### config.mk
export PLATFORM = sky130hd
export DESIGN_NAME = ps2_key_sequencer_flat
export DESIGN_NICKNAME = d
export VERILOG_FILES = /design/src/rtl/ps2_key_sequencer_pkg.sv /design/src/rtl/ps2_key_sequencer_if.sv /design/src/rtl/ps2_key_sequencer_fifo.sv /design/src/rtl/ps2_key_sequencer.sv /design/src/flat_wrapper.sv
export SDC_FILE = /design/constraint.sdc
export NUM_CORES = 1
export LEC_CHECK = 0
export ABC_AREA = 1
export CAP_MARGIN = 10
export CORE_UTILIZATION = 39
export CTS_BUF_LIST = sky130_fd_sc_hd__clkbuf_4
export DETAILED_ROUTE_END_ITERATION = 16
export GPL_TIMING_DRIVEN = 0
export PLACE_DENSITY = 0.6
export SLEW_MARGIN = 0
export SYNTH_ARGS = -nofsm -noshare
export SYNTH_HDL_FRONTEND = slang
export SYNTH_SLANG_ARGS = --single-unit
### constraint.sdc
create_clock -name clk -period 2.3 [get_ports clk]
set_input_delay 0.23 -clock clk [delete_from_list [all_inputs] [get_ports clk]]
set_output_delay 0.23 -clock clk [all_outputs]
set_load 0.02 [all_outputs]
### src/rtl/ps2_key_sequencer_pkg.sv
// Shared types and byte constants for the PS/2 key sequencer.
package ps2_pkg;

    typedef enum logic [1:0] {
        IDLE,
        EXT,
        BRK,
        EXT_BRK
    } state_t;

    localparam logic [7:0] PS2_EXT  = 8'hE0;
    localparam logic [7:0] PS2_BRK  = 8'hF0;
    localparam logic [7:0] PS2_ERR0 = 8'h00;
    localparam logic [7:0] PS2_ERR1 = 8'hFF;

    // The break flag is named rel because release is a reserved word.
    typedef struct packed {
        logic       ext;
        logic       rel;
        logic [7:0] code;
    } key_event_t;

endpackage

### src/rtl/ps2_key_sequencer_if.sv
// Scancode input and key-event output bundle for ps2_key_sequencer.
interface ps2_key_sequencer_if;

    logic [7:0] scancode;
    logic       code_strobe;
    logic [7:0] key_code;
    logic       key_ext;
    logic       key_release;
    logic       key_valid;
    logic       key_ready;
    logic       overflow;

    // Driver side: supplies bytes, consumes events.
    modport master (
        output scancode, code_strobe, key_ready,
        input  key_code, key_ext, key_release, key_valid, overflow
    );

    // Sequencer side.
    modport slave (
        input  scancode, code_strobe, key_ready,
        output key_code, key_ext, key_release, key_valid, overflow
    );

endinterface

### src/rtl/ps2_key_sequencer_fifo.sv
// Key event FIFO: power-of-two depth, head read from storage, sticky overflow.
module key_event_fifo
    import ps2_pkg::*;
#(
    parameter int unsigned DEPTH = 4
) (
    input  logic       clk,
    input  logic       rst,
    input  logic       push,
    input  key_event_t push_data,
    input  logic       pop,
    output key_event_t head,
    output logic       empty,
    output logic       overflow
);

    localparam int unsigned AW = (DEPTH > 1) ? $clog2(DEPTH) : 1;
    localparam int unsigned CW = AW + 1;

    key_event_t     mem_q [DEPTH];
    key_event_t     mem_d [DEPTH];
    logic [AW-1:0]  wr_q, wr_d, rd_q, rd_d;
    logic [CW-1:0]  cnt_q, cnt_d;
    logic           ovf_q, ovf_d;
    logic           full, do_push, do_pop;

    assign empty    = (cnt_q == '0);
    assign full     = (cnt_q == CW'(DEPTH));
    assign head     = mem_q[rd_q];
    assign overflow = ovf_q;

    always_comb begin
        mem_d = mem_q;
        wr_d  = wr_q;
        rd_d  = rd_q;
        cnt_d = cnt_q;
        ovf_d = ovf_q;
        // A pop on empty is ignored; a pop on full frees the slot for a same-cycle push.
        do_pop  = pop && !empty;
        do_push = push && (!full || do_pop);
        if (push && !do_push) begin
            ovf_d = 1'b1;
        end
        if (do_push) begin
            mem_d[wr_q] = push_data;
            wr_d        = wr_q + 1'b1;
        end
        if (do_pop) begin
            rd_d = rd_q + 1'b1;
        end
        if (do_push && !do_pop) begin
            cnt_d = cnt_q + 1'b1;
        end else if (do_pop && !do_push) begin
            cnt_d = cnt_q - 1'b1;
        end
    end

    always_ff @(posedge clk or posedge rst) begin
        if (rst) begin
            mem_q <= '{default: '0};
            wr_q  <= '0;
            rd_q  <= '0;
            cnt_q <= '0;
            ovf_q <= 1'b0;
        end else begin
            mem_q <= mem_d;
            wr_q  <= wr_d;
            rd_q  <= rd_d;
            cnt_q <= cnt_d;
            ovf_q <= ovf_d;
        end
    end

endmodule

### src/rtl/ps2_key_sequencer.sv
// PS/2 scancode-to-key-event sequencer: E0/F0 prefix FSM, prefix timeout, event FIFO.
// Define KEY_REPEAT_FILTER_EN to drop typematic repeats of the currently held key.
module ps2_key_sequencer
    import ps2_pkg::*;
#(
    parameter int unsigned DEPTH          = 4,
    parameter int unsigned TIMEOUT_CYCLES = 1000000
) (
    input logic                clk,
    input logic                reset,
    ps2_key_sequencer_if.slave bus
);

    localparam int unsigned TW       = $clog2(TIMEOUT_CYCLES);
    localparam logic [TW-1:0] TMO_LAST = TW'(TIMEOUT_CYCLES - 1);

    state_t        state_q, state_d;
    logic [TW-1:0] tmo_q, tmo_d;
    logic          emit, push;
    key_event_t    ev, head;
    logic          fifo_empty;
    logic          is_ext, is_brk, is_err;

    assign is_ext = (bus.scancode == PS2_EXT);
    assign is_brk = (bus.scancode == PS2_BRK);
    assign is_err = (bus.scancode == PS2_ERR0) || (bus.scancode == PS2_ERR1);

    always_comb begin
        state_d = state_q;
        tmo_d   = '0;
        emit    = 1'b0;
        ev      = '{ext: 1'b0, rel: 1'b0, code: bus.scancode};
        if (bus.code_strobe) begin
            if (is_err) begin
                state_d = IDLE;
            end else begin
                unique case (state_q)
                    IDLE: begin
                        if (is_ext)      state_d = EXT;
                        else if (is_brk) state_d = BRK;
                        else             emit    = 1'b1;
                    end
                    EXT: begin
                        if (is_brk) begin
                            state_d = EXT_BRK;
                        end else if (!is_ext) begin
                            emit    = 1'b1;
                            ev.ext  = 1'b1;
                            state_d = IDLE;
                        end
                    end
                    BRK: begin
                        state_d = IDLE;
                        emit    = !is_ext && !is_brk;
                        ev.rel  = 1'b1;
                    end
                    EXT_BRK: begin
                        state_d = IDLE;
                        emit    = !is_ext && !is_brk;
                        ev.ext  = 1'b1;
                        ev.rel  = 1'b1;
                    end
                    default: state_d = IDLE;
                endcase
            end
        end else if (state_q != IDLE) begin
            if (tmo_q == TMO_LAST) state_d = IDLE;
            else                   tmo_d   = tmo_q + 1'b1;
        end
    end

    always_ff @(posedge clk or posedge reset) begin
        if (reset) begin
            state_q <= IDLE;
            tmo_q   <= '0;
        end else begin
            state_q <= state_d;
            tmo_q   <= tmo_d;
        end
    end

`ifdef KEY_REPEAT_FILTER_EN
    logic [8:0] held_q, held_d;
    logic       held_valid_q, held_valid_d;
    logic       held_match;

    assign held_match = held_valid_q && (held_q == {ev.ext, ev.code});

    always_comb begin
        held_d       = held_q;
        held_valid_d = held_valid_q;
        push         = emit;
        if (emit) begin
            if (!ev.rel) begin
                push         = !held_match;
                held_d       = {ev.ext, ev.code};
                held_valid_d = 1'b1;
            end else if (held_match) begin
                held_valid_d = 1'b0;
            end
        end
    end

    always_ff @(posedge clk or posedge reset) begin
        if (reset) begin
            held_q       <= '0;
            held_valid_q <= 1'b0;
        end else begin
            held_q       <= held_d;
            held_valid_q <= held_valid_d;
        end
    end
`else
    assign push = emit;
`endif

    key_event_fifo #(
        .DEPTH(DEPTH)
    ) u_fifo (
        .clk      (clk),
        .rst      (reset),
        .push     (push),
        .push_data(ev),
        .pop      (bus.key_ready),
        .head     (head),
        .empty    (fifo_empty),
        .overflow (bus.overflow)
    );

    assign bus.key_valid   = !fifo_empty;
    assign bus.key_code    = head.code;
    assign bus.key_ext     = head.ext;
    assign bus.key_release = head.rel;

endmodule

### src/flat_wrapper.sv
// flat-port wrapper written by rule: the top's interface ports become plain ports
module ps2_key_sequencer_flat import ps2_pkg::*;
#(
    parameter int unsigned DEPTH          = 4,
    parameter int unsigned TIMEOUT_CYCLES = 1000000
)
  (clk, reset, bus_scancode, bus_code_strobe, bus_key_ready, bus_key_code, bus_key_ext, bus_key_release, bus_key_valid, bus_overflow);
  ps2_key_sequencer_if bus_i ();
  input logic clk;
  input logic reset;
  input wire logic [$bits(bus_i.scancode)-1:0] bus_scancode;
  input wire logic [$bits(bus_i.code_strobe)-1:0] bus_code_strobe;
  input wire logic [$bits(bus_i.key_ready)-1:0] bus_key_ready;
  output wire logic [$bits(bus_i.key_code)-1:0] bus_key_code;
  output wire logic [$bits(bus_i.key_ext)-1:0] bus_key_ext;
  output wire logic [$bits(bus_i.key_release)-1:0] bus_key_release;
  output wire logic [$bits(bus_i.key_valid)-1:0] bus_key_valid;
  output wire logic [$bits(bus_i.overflow)-1:0] bus_overflow;
  assign bus_i.scancode = bus_scancode;
  assign bus_i.code_strobe = bus_code_strobe;
  assign bus_i.key_ready = bus_key_ready;
  assign bus_key_code = bus_i.key_code;
  assign bus_key_ext = bus_i.key_ext;
  assign bus_key_release = bus_i.key_release;
  assign bus_key_valid = bus_i.key_valid;
  assign bus_overflow = bus_i.overflow;
  ps2_key_sequencer #(.DEPTH(DEPTH), .TIMEOUT_CYCLES(TIMEOUT_CYCLES)) u_core (.clk(clk), .reset(reset), .bus(bus_i));
endmodule
# After elaboration in Yosys (flattened, before gate mapping)
# Index checks and enable logic that the tools add are counted.
totals:
  in_bits: 12
  word_cells: 93
  reg_bits: 70
classes:
  n_eq_ne: 10
  reduce_logical: 24
  magnitude_cmp: 3
  bitwise_logic: 2
  addsub: 5
  mux: 31
ops:
  columns: ["op", "n"]
  rows:
  - ["20-bit 2-to-1 mux", 3]
  - ["40-bit bitwise mux", 1]
  - ["10-bit 2-to-1 mux", 3]
  - ["8-bit == test, second input constant", 3]
  - ["20-bit by 1-bit adder with 20-bit output, second input constant", 1]
  - ["10-bit binary-select mux with 2-bit select", 1]
  - ["10-bit demux with 2-bit select", 1]
  - ["20-bit == test, second input constant", 1]
  - ["2-bit 2-to-1 mux", 10]
  - ["8-bit zero test", 1]
  - ["2-bit nonzero test", 4]
  - ["1-bit logical AND", 7]
  - ["1-bit 2-to-1 mux", 7]
  - ["3-bit greater-or-equal comparator, second input constant", 2]
  - ["1-bit zero test", 6]
  - ["3-bit 2-to-1 mux", 2]
  - ["2-bit inverter with 3-bit output", 2]
  - ["2-bit one-hot mux with 3 select lines", 1]
  - ["5-bit by 2-bit != test with 1-bit output, second input constant", 1]
  - ["5-bit != test, second input constant", 1]
  - ["2-bit by 1-bit adder with 2-bit output, second input constant", 2]
  - ["2-bit == test, second input constant", 2]
  - ["4-bit AND reduction", 1]
  - ["3-bit by 1-bit adder with 3-bit output, second input constant", 1]
  - ["other kinds (10)", 11]

# Longest topological paths before layout
depth:
  ltp_word: 11
  depth_mapped: 15

# Cells and area by module
# A second synthesis with hierarchy kept.
hier_totals:
  cells_unflattened: 484
  area_unflattened_um2: 3881.2
by_module_without_submodules:
  columns: ["module", "area_per_inst_um2", "instances", "cells_each"]
  rows:
  - ["key_event_fifo", 2494.9, 1, 287]
  - ["ps2_key_sequencer", 1386.3, 1, 197]

# Worst setup path after synthesis
# OpenSTA, ideal clock, no wires.
synth_timing:
  kind: "flip-flop to flip-flop"
  start: "register u_core.u_fifo.cnt_q[0]"
  end: "register u_core.u_fifo.cnt_q[1]"
  stages_incl_launch_ff: 12
  required_ps: 2175
  period_less_slack_ps: 2425
  n_path_buf: 1
  arrival_time_ps: 2300
  path_slack_ps: -125
  cell_sequence: "dfrtp_1 -> nor2_1 -> nand2_1 -> nand2_2 -> nand3_2 -> inv_2 -> nor2_4 -> buf_6 -> ha_1 -> inv_1 -> fa_1 -> mux2_2"
synth_between:
  elab_cells_between_ends: 16
synth_rtl:
  columns: ["item", "line", "rtl"]
  rows:
  - ["start: declaration", "ps2_key_sequencer_fifo.sv:23", "logic [CW-1:0] cnt_q, cnt_d;"]
  - ["start signal: assignment", "ps2_key_sequencer_fifo.sv:69", "cnt_q <= cnt_d;"]
  - ["3-bit zero test", "ps2_key_sequencer_fifo.sv:27", "assign empty = (cnt_q == '0);"]
  - ["1-bit zero test", null, null]
  - ["named net bus_key_valid", "flat_wrapper.sv:17", "output wire logic [$bits(bus_i.key_valid)-1:0] bus_key_valid;"]
  - ["1-bit logical AND", "ps2_key_sequencer_fifo.sv:39", "do_pop = pop && !empty;"]
  - ["1-bit logical OR", "ps2_key_sequencer_fifo.sv:40", "do_push = push && (!full || do_pop);"]
  - ["1-bit logical AND", "ps2_key_sequencer_fifo.sv:40", null]
  - ["named net u_core.u_fifo.do_push", "ps2_key_sequencer_fifo.sv:25", "logic full, do_push, do_pop;"]
  - ["1-bit logical AND", "ps2_key_sequencer_fifo.sv:51", "if (do_push && !do_pop) begin"]
  - ["3-bit 2-to-1 mux", "ps2_key_sequencer_fifo.sv:51", null]
  - ["named net u_core.u_fifo.cnt_d[1]", "ps2_key_sequencer_fifo.sv:23", null]
# The timed path passes the listed nets, and every way through them passes these cells. The select of a mux whose other input is x is not followed.
# A chain may end at the register's enable or synchronous reset.

# Worst setup path in the final report
layout_timing:
  start: "input port bus_code_strobe"
  end: "register u_core.u_fifo.cnt_q[2]"
layout_between:
  elab_chain_len: 5
  elab_cells_between_ends: 7
layout_lines:
  columns: ["item", "line", "rtl"]
  rows:
  - ["start: declaration", "flat_wrapper.sv:12", "input wire logic [$bits(bus_i.code_strobe)-1:0] bus_code_strobe;"]
  - ["1-bit 2-to-1 mux (*)", "ps2_key_sequencer.sv:33", "if (bus.code_strobe) begin"]
  - ["1-bit logical AND (*)", "ps2_key_sequencer_fifo.sv:40", null]
  - ["named net u_core.u_fifo.do_push", "ps2_key_sequencer_fifo.sv:25", null]
  - ["1-bit zero test", "ps2_key_sequencer_fifo.sv:53", "end else if (do_pop && !do_push) begin"]
  - ["1-bit logical AND", "ps2_key_sequencer_fifo.sv:53", null]
  - ["2-bit nonzero test (no source line)", null, null]
# Mark *: on every way through the listed nets, which the timed path passes. The rest lies on a longest branch.

==> results_dict.tcl <==
set metrics [dict create \
    status "finished, final reports clean" \
    drc 0 \
    route.met2.wl_mm 4.18 \
    finalSetupViolations 0 \
    clk_latency_ps 410 \
    dr.pass1.iters 4 \
    dpl.cell_count 607 \
    ir_worst_vdd_mv 0.396 \
    instances_no_fill 631 \
    required_ps 2600 \
    timing.hold.ws_ps 128 \
    tightest_slew_ps 625 \
    crit_cells 12 \
    cts_buffers 9 \
    clock.fmax_mhz 461 \
    synth_top_area_cell "dfrtp_1" \
    relSlewSlack_pct 58.3 \
    ant_nets 0 \
    reg2reg_to "u_core.u_fifo.cnt_q[2]" \
    period_needed_ps 2170 \
    grt_setup_unrepaired "no" \
    syn2layout_area_growth_pct 17.4 \
    critPathLaunch "bus_code_strobe" \
    wl_per_cell_um 13.9 \
    die_width_um 98.9 \
    skew_ps 8.39 \
    maxCapViolCount 0 \
    viasPerCell 5.01 \
    drive_above_1_share_pct 10.4 \
    slew_violations 0 \
    ys_ff_latch 70 \
    worstSetupPathType "input port to flip-flop" \
    core_mm2 0.00915 \
    seq_area_frac_synth_pct 47.8 \
    synth_top_area_share_pct 47.8 \
    gp_congestion 0.831 \
    ys_warn_count 0 \
    grt_first_pass_wirelength_mm 15.0 \
    layout_commonest_cell "nand2_1" \
    worst_ep_arrival_time_ps 2470 \
    initialDrtViolationCount 186 \
    hold_start "bus_scancode[5]" \
    grt_overflow 0 \
    htree_levels 3 \
    reg2reg_depth 13 \
    highest_layer "met4" \
    hold_class "input port to flip-flop" \
    fp-row-count 35 \
    path_clk_slew_ps 110 \
    grt_pass1_vias 3070 \
    n_antenna_cell 0 \
    boundaryPins 24 \
    antenna_found_initial 0 \
    power.leakage_nw 2.10 \
    path_cells "clkdlybuf4s50_1, nand2_2, nor2_2, nand2_2, nor2_4, buf_8, ha_1, inv_1, fa_1, a21oi_1, o21ai_0, xor2_1" \
    synth_cell_types 30 \
    wl_met1_mm 3.96 \
    fill_cells 910 \
    synth_area_mm2 0.00366 \
    nets 534 \
    layout_common_cells "nand2_1 (135), nor2_1 (73), dfrtp_1 (69), nand3_1 (48), inv_1 (32)" \
    cts.sinks 70 \
    die-area_mm2 0.00979 \
    vias 3161 \
    setup.worst_path.end "u_core.u_fifo.cnt_q[2]" \
    syn_avg_cell_area_um2 7.75 \
    cts_max_path_buffers 2 \
    setup_tns_ps 0 \
    grt_start_max_net_pins 71 \
    max_stage_delay_ps 580 \
    grt_usage_pct 19.9 \
    powerDensity_mw_per_mm2 1130 \
    hold_violations 0 \
    synthTopCellsByArea "dfrtp_1 (48%), nand2_1 (14%), nor2_1 (7.6%)" \
    worstPathMaxFanout 4 \
    r2r-start "u_core.u_fifo.cnt_q[1]" \
    port_buffers 22 \
    dp_hpwl_mm 5.93 \
    die_h_um 98.9 \
    fin_area_mm2 0.00430 \
    drt-total-wl_mm 8.75 \
    synth_nets 492 \
    total_power_mw 4.87 \
    critical_path_buf_inv_count 3 \
    critical_path.top_delay_family "buffers and inverters" \
    dr_wl_met3_um 530 \
    netlist_instances 473 \
    root_buffer "clkbuf_4" \
    cp-start-kind "input port" \
    rrSetupSlack_ps 170 \
    fin_crit_sh_pct 94.3 \
    cpMostUsedCell "nand2_2" \
    cp-end-kind "flip-flop" \
    initial_core_util_pct 40.0 \
    crit_slowest_cell "clkdlybuf4s50_1" \
    placed_cell_area_mm2 0.00407 \
    cts_tree "done" \
]
[state kept, by name, indices dropped and copies added, names as in the netlist]
register                flops
u_core.state_q              2
u_core.tmo_q               20
u_core.u_fifo.cnt_q         3
u_core.u_fifo.mem_q        40
u_core.u_fifo.overflow      1
u_core.u_fifo.rd_q          2
u_core.u_fifo.wr_q          2
[layer usage]
metal,GRT usage (%),vias to the layer above
met5,0,-
met4,5.28,0
met3,5.11,6
met2,32.9,64
met1,25.9,1470
li1,-,1621
[what timing repair did]
action / CTS / global route
hold endpoints to repair: 0 / 0
hold buffers: 0 / 0
resized for setup: 19 / 6
pin swaps: 2 / 1
buffers inserted: 5 / 3
setup endpoints to repair: 12 / 8
[report_power, final]
group          switching (mW)  internal (mW)  total [mW]
Sequential              0.215           1.60        1.81
Clock                   0.439          0.433       0.872
Combinational            1.33          0.849        2.18
Total                    1.99           2.88        4.87
[kinds of logic after synthesis]
| group | Yosys count | share of synthesized area, % |
|---|---|---|
| and+or+nand+nor | 287 | 33.7 |
| DFF | 70 | 47.8 |
| AOI/OAI and AO/OA | 50 | 7.48 |
| buffers and inverters | 49 | 5.98 |
| xor gates and xnor gates | 9 | 2.15 |
| adders and majority gates | 7 | 2.60 |
| muxes | 1 | 0.307 |
[Yosys cell counts]
cell,number
mux2_2,1
fa_1,1
nor2_2,1
buf_4,1
nor3_1,9
o21bai_1,1
nand4_1,7
a211oi_1,1
clkbuf_1,9
xnor2_1,4
buf_2,1
a31oi_1,2
xor2_1,5
o21ai_0,27
dfrtp_1,70
ha_1,6
a21oi_1,8
inv_1,33
buf_6,4
inv_2,1
nor3_4,1
nand2_1,136
o21ai_2,1
nor2_1,74
nand3_1,48
nand2_2,4
nand3_2,5
nor2_4,1
o22ai_1,10
nor3b_1,1
[area by class of cell]
class	instances	area (um^2)	share of cell area (%)
timing repair buffer	31	309	7.18
buffer	15	104	2.41
sequential	70	1750	40.8
clock buffer	9	67.6	1.57
multi-input combinational	354	1710	39.8
tap	111	139	3.23
inverter	34	130	3.03
clock inverter	7	88.8	2.07
[stage by stage]
stage | setup slack (ps) | util (%)
CTS | 6.62 | 46.6
floorplan | 29.3 | -
detailed placement | -600 | 44.5
global route | 40.6 | 47.0
finish | 132 | 47.0
global placement | -994 | 44.1
[worst reg2reg max path, stage by stage (launching register included)]
cell     delay, ps
dfrtp_1        410
nor2_4          60
nand2_2         80
nand2_2         90
nand3_4         90
inv_2           50
nor2_4         100
buf_8          120
ha_1           140
inv_1           70
fa_1           390
a21oi_1        170
o21ai_0        120
xor2_1         150
[worst min-delay path by stage]
stage                                         end  slack [ps]  cells past startpoint
after floorplan            u_core.u_fifo.mem_q[0]         370                      2
after global placement            u_core.tmo_q[0]         450                      1
after detailed placement          u_core.tmo_q[0]         460                      1
after CTS                 u_core.u_fifo.mem_q[25]         110                      3
after global routing      u_core.u_fifo.mem_q[25]         100                      3
final                     u_core.u_fifo.mem_q[25]         130                      3
Power figures use the tool's default switching activity.
